## config.mk

```make
export PLATFORM = sky130hd
export DESIGN_NAME = pe_array_loader
export DESIGN_NICKNAME = d
export VERILOG_FILES = /design/src/rtl/pe_pkg.sv /design/src/rtl/pe_window_packer.sv /design/src/rtl/pe_array_loader.sv
export SDC_FILE = /design/constraint.sdc
export NUM_CORES = 1
export LEC_CHECK = 0
export BUFFER_PORTS_ARGS = -buffer_cell sky130_fd_sc_hd__buf_2
export CAP_MARGIN = 10
export CORE_MARGIN = 8
export CORE_UTILIZATION = 56
export CTS_CLUSTER_DIAMETER = 80
export DETAILED_ROUTE_END_ITERATION = 6
export PLACE_DENSITY = 0.84
export SYNTH_ARGS = -nofsm -noshare
export SYNTH_HDL_FRONTEND = slang
export SYNTH_SLANG_ARGS = --single-unit
```

## constraint.sdc

```tcl
create_clock -name clk -period 6.28 [get_ports clk]
set_input_delay 1.884 -clock clk [delete_from_list [all_inputs] [get_ports clk]]
set_output_delay 1.884 -clock clk [all_outputs]
set_load 0.05 [all_outputs]
```

## src/rtl/pe_pkg.sv

```systemverilog
// Shared defaults, derived widths and FSM state encoding for the PE array loader.
// Latency: n/a (types and constants only).
// Backpressure: n/a.
package pe_pkg;

  localparam int WEIGHT_WIDTH_DEF = 1;
  localparam int DATA_WIDTH_DEF   = 8;
  localparam int KERNEL_SIZE_DEF  = 2;
  localparam int TIMEOUT_DEF      = 255;

  // Derived from the defaults; the loader recomputes these from its own parameters
  localparam int KERNEL_DIM_DEF   = KERNEL_SIZE_DEF * KERNEL_SIZE_DEF;
  localparam int RESULT_WIDTH_DEF = DATA_WIDTH_DEF + WEIGHT_WIDTH_DEF;

  typedef enum logic [2:0] {
    IDLE   = 3'd0,
    LOAD_W = 3'd1,
    FILL   = 3'd2,
    RUN    = 3'd3,
    DRAIN  = 3'd4
  } state_t;

endpackage

```

## src/rtl/pe_window_packer.sv

```systemverilog
// Packs serially accepted pixels into one window, first pixel in the MSB slot.
// Latency: a pushed pixel is visible in o_window one cycle after the push edge.
// Backpressure: pushes are ignored once full; the owner gates i_push with its ready.
module pe_window_packer #(
  parameter int DATA_WIDTH = 8,
  parameter int KERNEL_DIM = 4,
  localparam int CW = $clog2(KERNEL_DIM + 1)
) (
  input  logic                             clk,
  input  logic                             rst,
  input  logic                             i_clr,
  input  logic                             i_push,
  input  logic [DATA_WIDTH-1:0]            i_pix,
  output logic [DATA_WIDTH*KERNEL_DIM-1:0] o_window,
  output logic [CW-1:0]                    o_count,
  output logic                             o_full
);

  logic [DATA_WIDTH*KERNEL_DIM-1:0] r_window;
  logic [CW-1:0]                    r_count;
  logic                             w_full;

  assign w_full   = (r_count == CW'(KERNEL_DIM));
  assign o_window = r_window;
  assign o_count  = r_count;
  assign o_full   = w_full;

  // Slot k (counted from the first accepted pixel) lands at the k-th slot from the top
  always_ff @(posedge clk or posedge rst) begin
    if (rst) begin
      r_window <= '0;
      r_count  <= '0;
    end else if (i_clr) begin
      r_window <= '0;
      r_count  <= '0;
    end else if (i_push && !w_full) begin
      for (int k = 0; k < KERNEL_DIM; k++) begin
        if (r_count == CW'(k)) begin
          r_window[(KERNEL_DIM-k)*DATA_WIDTH-1 -: DATA_WIDTH] <= i_pix;
        end
      end
      r_count <= r_count + CW'(1);
    end
  end

endmodule

```

## src/rtl/pe_array_loader.sv

```systemverilog
// Loads weights into pe_array, streams packed pixel windows in, captures results.
// Latency: wr_dataIn_en rises one cycle after the last pixel of a window is accepted.
// Backpressure: pix_ready stays low until the held result is taken (result_valid & result_ready).
module pe_array_loader
  import pe_pkg::*;
#(
  parameter int WEIGHT_WIDTH = WEIGHT_WIDTH_DEF,
  parameter int DATA_WIDTH   = DATA_WIDTH_DEF,
  parameter int KERNEL_SIZE  = KERNEL_SIZE_DEF,
  parameter int TIMEOUT      = TIMEOUT_DEF,
  localparam int KERNEL_DIM   = KERNEL_SIZE * KERNEL_SIZE,
  localparam int RESULT_WIDTH = DATA_WIDTH + WEIGHT_WIDTH
) (
  input  logic                               clk,
  input  logic                               rst,
  input  logic [WEIGHT_WIDTH*KERNEL_DIM-1:0] weight_in,
  input  logic                               weight_load,
  input  logic                               pix_valid,
  input  logic [DATA_WIDTH-1:0]              pix_data,
  output logic                               pix_ready,
  output logic [WEIGHT_WIDTH*KERNEL_DIM-1:0] weight_array,
  output logic                               wr_weight_en,
  input  logic                               wr_weight_done,
  output logic [DATA_WIDTH*KERNEL_DIM-1:0]   dataIn,
  output logic                               wr_dataIn_en,
  input  logic                               pe_array_done,
  input  logic [RESULT_WIDTH*KERNEL_SIZE-1:0] dataOut,
  output logic                               result_valid,
  output logic [RESULT_WIDTH*KERNEL_SIZE-1:0] result_data,
  input  logic                               result_ready,
  output logic                               weights_loaded,
  output logic                               timeout_err
);

  localparam int CW = $clog2(KERNEL_DIM + 1);
  localparam int TW = $clog2(TIMEOUT + 1);

  state_t                             r_state;
  logic [WEIGHT_WIDTH*KERNEL_DIM-1:0] r_weight_array;
  logic [WEIGHT_WIDTH*KERNEL_DIM-1:0] r_shadow;
  logic                               r_load_pending;
  logic                               r_wr_weight_en;
  logic                               r_wr_data_en;
  logic                               r_result_valid;
  logic [RESULT_WIDTH*KERNEL_SIZE-1:0] r_result_data;
  logic                               r_weights_loaded;
  logic                               r_timeout_err;
  logic [TW-1:0]                      r_tmo;

  logic [CW-1:0]                      w_count;
  logic                               w_full;
  logic                               w_push;
  logic                               w_last;
  logic                               w_reload_now;
  logic                               w_xfer;
  logic                               w_waiting;
  logic                               w_tmo_hit;
  logic                               w_clr;
  logic [WEIGHT_WIDTH*KERNEL_DIM-1:0] w_next_weights;

  // A reload is only allowed to start between windows; a fresh request beats an older pending one
  assign w_reload_now   = (r_state == FILL) && (w_count == '0) && (weight_load || r_load_pending);
  assign w_next_weights = weight_load ? weight_in : r_shadow;
  assign pix_ready      = (r_state == FILL) && !w_full && !w_reload_now;
  assign w_push         = pix_valid && pix_ready;
  assign w_last         = w_push && (w_count == CW'(KERNEL_DIM - 1));
  assign w_xfer         = (r_state == DRAIN) && r_result_valid && result_ready;
  assign w_waiting      = ((r_state == LOAD_W) && !wr_weight_done) ||
                          ((r_state == RUN) && !pe_array_done);
  assign w_tmo_hit      = w_waiting && (r_tmo == TW'(TIMEOUT - 1));
  // The window is discarded once its result is handed on, or when a run times out
  assign w_clr          = w_xfer || ((r_state == RUN) && w_tmo_hit);

  pe_window_packer #(
    .DATA_WIDTH (DATA_WIDTH),
    .KERNEL_DIM (KERNEL_DIM)
  ) u_packer (
    .clk      (clk),
    .rst      (rst),
    .i_clr    (w_clr),
    .i_push   (w_push),
    .i_pix    (pix_data),
    .o_window (dataIn),
    .o_count  (w_count),
    .o_full   (w_full)
  );

  assign weight_array   = r_weight_array;
  assign wr_weight_en   = r_wr_weight_en;
  assign wr_dataIn_en   = r_wr_data_en;
  assign result_valid   = r_result_valid;
  assign result_data    = r_result_data;
  assign weights_loaded = r_weights_loaded;
  assign timeout_err    = r_timeout_err;

  // Control FSM: weight load handshake, window run, result hold and timeout watchdog
  always_ff @(posedge clk or posedge rst) begin
    if (rst) begin
      r_state          <= IDLE;
      r_weight_array   <= '0;
      r_shadow         <= '0;
      r_load_pending   <= 1'b0;
      r_wr_weight_en   <= 1'b0;
      r_wr_data_en     <= 1'b0;
      r_result_valid   <= 1'b0;
      r_result_data    <= '0;
      r_weights_loaded <= 1'b0;
      r_timeout_err    <= 1'b0;
      r_tmo            <= '0;
    end else begin
      case (r_state)
        IDLE: begin
          if (weight_load) begin
            r_weight_array   <= weight_in;
            r_load_pending   <= 1'b0;
            r_wr_weight_en   <= 1'b1;
            r_weights_loaded <= 1'b0;
            r_tmo            <= '0;
            r_state          <= LOAD_W;
          end
        end

        LOAD_W: begin
          // weight_array must stay stable while pe_array is writing it
          if (weight_load) begin
            r_shadow       <= weight_in;
            r_load_pending <= 1'b1;
          end
          if (wr_weight_done) begin
            r_wr_weight_en   <= 1'b0;
            r_weights_loaded <= 1'b1;
            r_state          <= FILL;
          end else if (w_tmo_hit) begin
            r_wr_weight_en   <= 1'b0;
            r_weights_loaded <= 1'b0;
            r_timeout_err    <= 1'b1;
            r_state          <= IDLE;
          end else begin
            r_tmo <= r_tmo + TW'(1);
          end
        end

        FILL: begin
          if (w_reload_now) begin
            r_weight_array   <= w_next_weights;
            r_load_pending   <= 1'b0;
            r_wr_weight_en   <= 1'b1;
            r_weights_loaded <= 1'b0;
            r_tmo            <= '0;
            r_state          <= LOAD_W;
          end else begin
            if (weight_load) begin
              r_shadow       <= weight_in;
              r_load_pending <= 1'b1;
            end
            if (w_last) begin
              r_wr_data_en <= 1'b1;
              r_tmo        <= '0;
              r_state      <= RUN;
            end
          end
        end

        RUN: begin
          if (weight_load) begin
            r_shadow       <= weight_in;
            r_load_pending <= 1'b1;
          end
          if (pe_array_done) begin
            r_result_data  <= dataOut;
            r_result_valid <= 1'b1;
            r_wr_data_en   <= 1'b0;
            r_state        <= DRAIN;
          end else if (w_tmo_hit) begin
            r_wr_data_en     <= 1'b0;
            r_weights_loaded <= 1'b0;
            r_timeout_err    <= 1'b1;
            r_state          <= IDLE;
          end else begin
            r_tmo <= r_tmo + TW'(1);
          end
        end

        DRAIN: begin
          if (w_xfer) begin
            r_result_valid <= 1'b0;
            if (r_load_pending || weight_load) begin
              r_weight_array   <= w_next_weights;
              r_load_pending   <= 1'b0;
              r_wr_weight_en   <= 1'b1;
              r_weights_loaded <= 1'b0;
              r_tmo            <= '0;
              r_state          <= LOAD_W;
            end else begin
              r_state <= FILL;
            end
          end else if (weight_load) begin
            r_shadow       <= weight_in;
            r_load_pending <= 1'b1;
          end
        end

        default: r_state <= IDLE;
      endcase
    end
  end

endmodule

```

# Word-level counts from Yosys, hierarchy flattened

Index checks and enable logic that the tools add are counted.

Reduce and logical (&&, ||, !) cells: 51
Mux-type cells: 65
$add $sub $neg: 2
Equality and inequality tests: 23

Operators by type and width:

| operator            | number |
|---|---|
| $mux 8              | 12 |
| $mux 32             | 2 |
| $pmux 8 s5          | 1 |
| $mux 4              | 7 |
| $mux 3              | 9 |
| $mux 1              | 24 |
| $pmux 4 s3          | 2 |
| $ne 2x2->1 const B  | 10 |
| $reduce_bool 2->1   | 8 |
| $pmux 3 s5          | 1 |
| $reduce_and 3->1    | 5 |
| $logic_and 1x1->1   | 13 |
| $eq 3x2->1 const B  | 4 |
| $ne 3x3->1 const B  | 4 |
| $reduce_and 6->1    | 2 |
| $reduce_and 2->1    | 5 |
| $add 8x1->8 const B | 1 |
| $eq 8x8->1 const B  | 1 |
| $pmux 1 s4          | 2 |
| $reduce_bool 4->1   | 2 |
| $reduce_and 7->1    | 1 |
| $eq 3x1->1 const B  | 2 |
| $eq 3x3->1 const B  | 2 |
| $logic_not 3->1     | 2 |
| other kinds (11)    | 19 |

Bits of input ports: 37
Flip-flop bits (word level): 78

# Longest topological paths before layout

Depth in word-level cells: 10
Mapped depth: 8
Gate-level depth less buffers: 7

# Cells and area by module

From an unflattened synthesis, not the netlist that was laid out.

Cells, all modules: 351
Area total of the unflattened synthesis: 3801.1 µm²

Modules (own cells, without submodules):

| module           | cells an instance | times used | area an instance (µm²) | seq. area each (µm²) |
|---|---|---|---|---|
| pe_array_loader  | 183               | 1          | 2122.0                 | 1076.0 |
| pe_window_packer | 168               | 1          | 1679.1                 | 875.8 |

# Worst setup path before layout

OpenSTA, ideal clock, no wires.

Path kind: input -> output
Start point: input port weight_load
End point: output port pix_ready
Slack: 1.818 ns
Data required time: 4.396 ns
Stages: 2
Data arrival time: 2.578 ns
Cells stage by stage: o31ai_1 > and2_1

Cells in the longest elaborated chain, start to end: 4

RTL lines:

| what              | line                  | source |
|---|---|---|
| start, declared   | pe_array_loader.sv:17 | `input logic weight_load,` |
| $logic_or 1x1->1  | pe_array_loader.sv:62 | `assign w_reload_now = (r_state == FILL) && (w_count == '0) && (weight_load \|\| r_load_pending);` |
| $logic_and 1x1->1 | pe_array_loader.sv:62 |  |
| $logic_not 1->1   | pe_array_loader.sv:64 | `assign pix_ready = (r_state == FILL) && !w_full && !w_reload_now;` |
| $logic_and 1x1->1 | pe_array_loader.sv:64 |  |
| end, declared     | pe_array_loader.sv:20 | `output logic pix_ready,` |

No other way between the ends.

# Worst setup path after layout

Same ends and word-level chain as after synthesis.

==> results.md <==
- Status: complete, no violations
- Hold depth: 1
- FF-to-FF End: r_tmo[7]
- IO Port Bufs: 96
- CP max stage cell: buf_2
- 1st-iter DRT viols: 136
- Min cycle time layout: approximately 4600 ps
- Final critical-path share of the clock period: about three quarters
- Slew HR: 43.8%
- # resized after CTS: 0
- Final wirelength: around 8 mm
- CP most frequent cell: buf_2
- Leakage: approximately 2.3 nW
- Max incr delay on CP: 280 ps
- I/O pin count: 97
- Grt total ovfl: 0
- Main synth FF type: dfrtp_1
- CTS tree: done
- CORE AREA: 0.00628 mm^2
- Max Cap Viol: 0
- Post-synthesis register bit count: a little under 80
- Layout cells sized above 1: a little over a third
- Startpoint types: input port
- RSZ-0062 raised after global routing: no
- Longest Clk Path Bufs: 2
- FFs w/ async S/R, synth: 100%
- Post-synthesis cell type count: 47
- Crit. End Element: output pin
- Via Count: 2767
- Final Hold Fails: 0
- Post-Syn Instances: approximately 330
- Crit-path cells: buf_2 -> o31ai_1 -> and2_1 -> buf_2
- Die width: 96.1 um
- Post-CTS Setup Bufs: 0
- Post-DP HPWL: 5.93 mm
- Reg clk slew, reported paths: about 80 ps
- Hold Crit Endpoint: timeout_err
- # fillers: roughly 470
- Vias in the first global route: 2916
- Average via count per standard cell: about 5.5
- Final antenna-violating net count: 0
- Hold wc startpoint: timeout_err
- Largest net degree at the start of global routing: 45
- Post-Route Hold Slack: about 470 ps
- Footprint of the multi-input gates: between 0.0015 and 0.002 mm^2
- Reg2reg path depth: 5
- Register area share after synthesis: 54.3%
- GPL Wtd Cong: 0.837
- Number of remaining DRC errors: 0
- Final #Nets: 463
- Syn avg cell area: 11.1 um^2
- WP buf/inv: 2
- Setup violations, final: 0
- Fmax: around 0.22 GHz
- CTS root buffer: clkbuf_8
- Number of synthesized flops with an enable pin: 0
- Setup CP Type: in -> out
- Worst Max-Slew Pin Slew: 843 ps
- Critical R2R Launch: r_state[2]
- DR WL/cell: 16.1 um
- Die Ht: 96.1 um
- Maximum VDD drop: a little over 0.4 mV
- Hold WC Path Type: reg -> reg
- H-tree depth: 3
- Skew final: 16.3 ps
- Clk_lat worst skew: 350 ps
- Pwr Density: 554 mW/mm^2
- GRT Resource Usage Total: 18.6%
- Cell Area, Synth: 0.00359 mm^2
- Initial antenna violation count: 0
- Arr. time, crit path: 2740 ps
- Slew Viols, Final: 0
- Pre-Repair DR Iteration Count: 4
- R2r setup slk: 3580 ps
- First-pass GRT wire length: 13.5 mm
- Total number of yosys warnings: 0
- Finished Layout Cells: 502
- Starting Density: 57.2%
- DP Cell Count: 485
- Area growth, synth to finish: 20.9%
- Crit path required time: 4400 ps
- Syn nets: 369
- Site row count: 29
- Final TNS setup: 0 ps
- Die area: 0.00924 mm^2
- Seq. cell area: between 0.0015 and 0.002 mm^2
- TritonCTS sink count: 78
- # hold bufs at CTS: 0
- Delay-heaviest family, CP: buffers and inverters
- CP max FO: 8
- Total CTS buffers: 9
## registers in the layout, summed over array words and instances (netlist names)
signal	cells
r_state	3
u_packer.o_window	32
timeout_err	1
weight_array	4
result_valid	1
r_load_pending	1
wr_weight_en	1
wr_dataIn_en	1
r_tmo	8
u_packer.o_count	3
result_data	18
weights_loaded	1
r_shadow	4
## power by group
group	internal, mW	switching (mW)
Combinational	0.313	0.806
Clock	0.270	0.196
Sequential	0.683	0.140
Total	1.27	1.14
## cell families (layout without fill, tap and decap cells)
logic type / Yosys count / count (layout) / share of synthesized area [%]
buffers and inverters: 23 / 122 / 3.48
AOI/OAI and AO/OA: 56 / 56 / 9.51
other: 0 / 1 / 0
and+or+nand+nor: 108 / 108 / 14.7
xor gates and xnor gates: 1 / 1 / 0.244
adders and majority gates: 7 / 7 / 2.44
DFF: 78 / 78 / 54.3
muxes: 52 / 52 / 15.3
## layout make-up
| type | instances | share of cell area (%) |
|---|---|---|
| Multi-Input combinational cell | 224 | 34.9 |
| Sequential cell | 78 | 44.9 |
| Inverter | 8 | 0.691 |
| Timing Repair Buffer | 98 | 11.4 |
| Clock buffer | 9 | 2.85 |
| Antenna cell | 1 | 0.0576 |
| Clock inverter | 7 | 2.94 |
| Tap cell | 77 | 2.22 |
## routing by layer
layer,routed length (um),track usage (%)
met5,0,0
met4,82,8.71
met3,700,6.63
met2,3940,28.5
met1,3370,22.9
## synth_stat cells, types with 2 or more instances
master    number  share of area [%]
inv_1          7               0.73
a211oi_1       2               0.42
or4_1          2               0.42
o21ai_1        2               0.28
nand3_1       15                2.1
o41ai_1        2               0.49
nand2_1       22                2.3
a21oi_1       23                3.2
nor2b_1        4               0.70
nand3b_1       2               0.42
o31ai_1        4               0.84
ha_1           7                2.4
nand3_2        2               0.56
o21ai_0       14                1.9
nand2b_1       4               0.70
mux2_2        23                7.2
mux2i_1       29                8.1
dfrtp_1       78                 54
nor2_1        44                4.6
buf_2         10                1.4
buf_6          3               0.94
## how the worst max path moves through the flow
stage / to / cells past startpoint / start / slack [ps]
2_1_floorplan: pix_ready / 2 / weight_load / 1820
6_report: pix_ready / 4 / weight_load / 1650
4_1_cts: pix_ready / 4 / weight_load / 1650
5_1_grt: pix_ready / 4 / weight_load / 1590
3_5_place_dp: pix_ready / 4 / weight_load / 1660
3_3_place_gp: pix_ready / 4 / weight_load / 1660
## stage by stage
| step | total power [mW] | setup slack (ps) | utilization, % | area (um^2) |
|---|---|---|---|---|
| floorplan | 1.71 | 1820 | - | 3590 |
| global placement | 1.92 | 1660 | 65.2 | 4090 |
| detailed placement | 1.95 | 1660 | 65.2 | 4090 |
| CTS | 2.42 | 1650 | 69.2 | 4340 |
| global route | 2.54 | 1590 | 69.2 | 4340 |
| finish | 2.41 | 1650 | 69.2 | 4340 |
## cell usage in the layout, fill, tap and decap left out, drive strengths merged, types with 9 or more instances in the layout
cell type	instances
buf	98
nor2	44
mux2i	29
inv	11
nand3	17
clkbuf	9
mux2	23
a21oi	23
nand2	22
dfrtp	78
o21ai	17
Power figures use the tool's default switching activity.
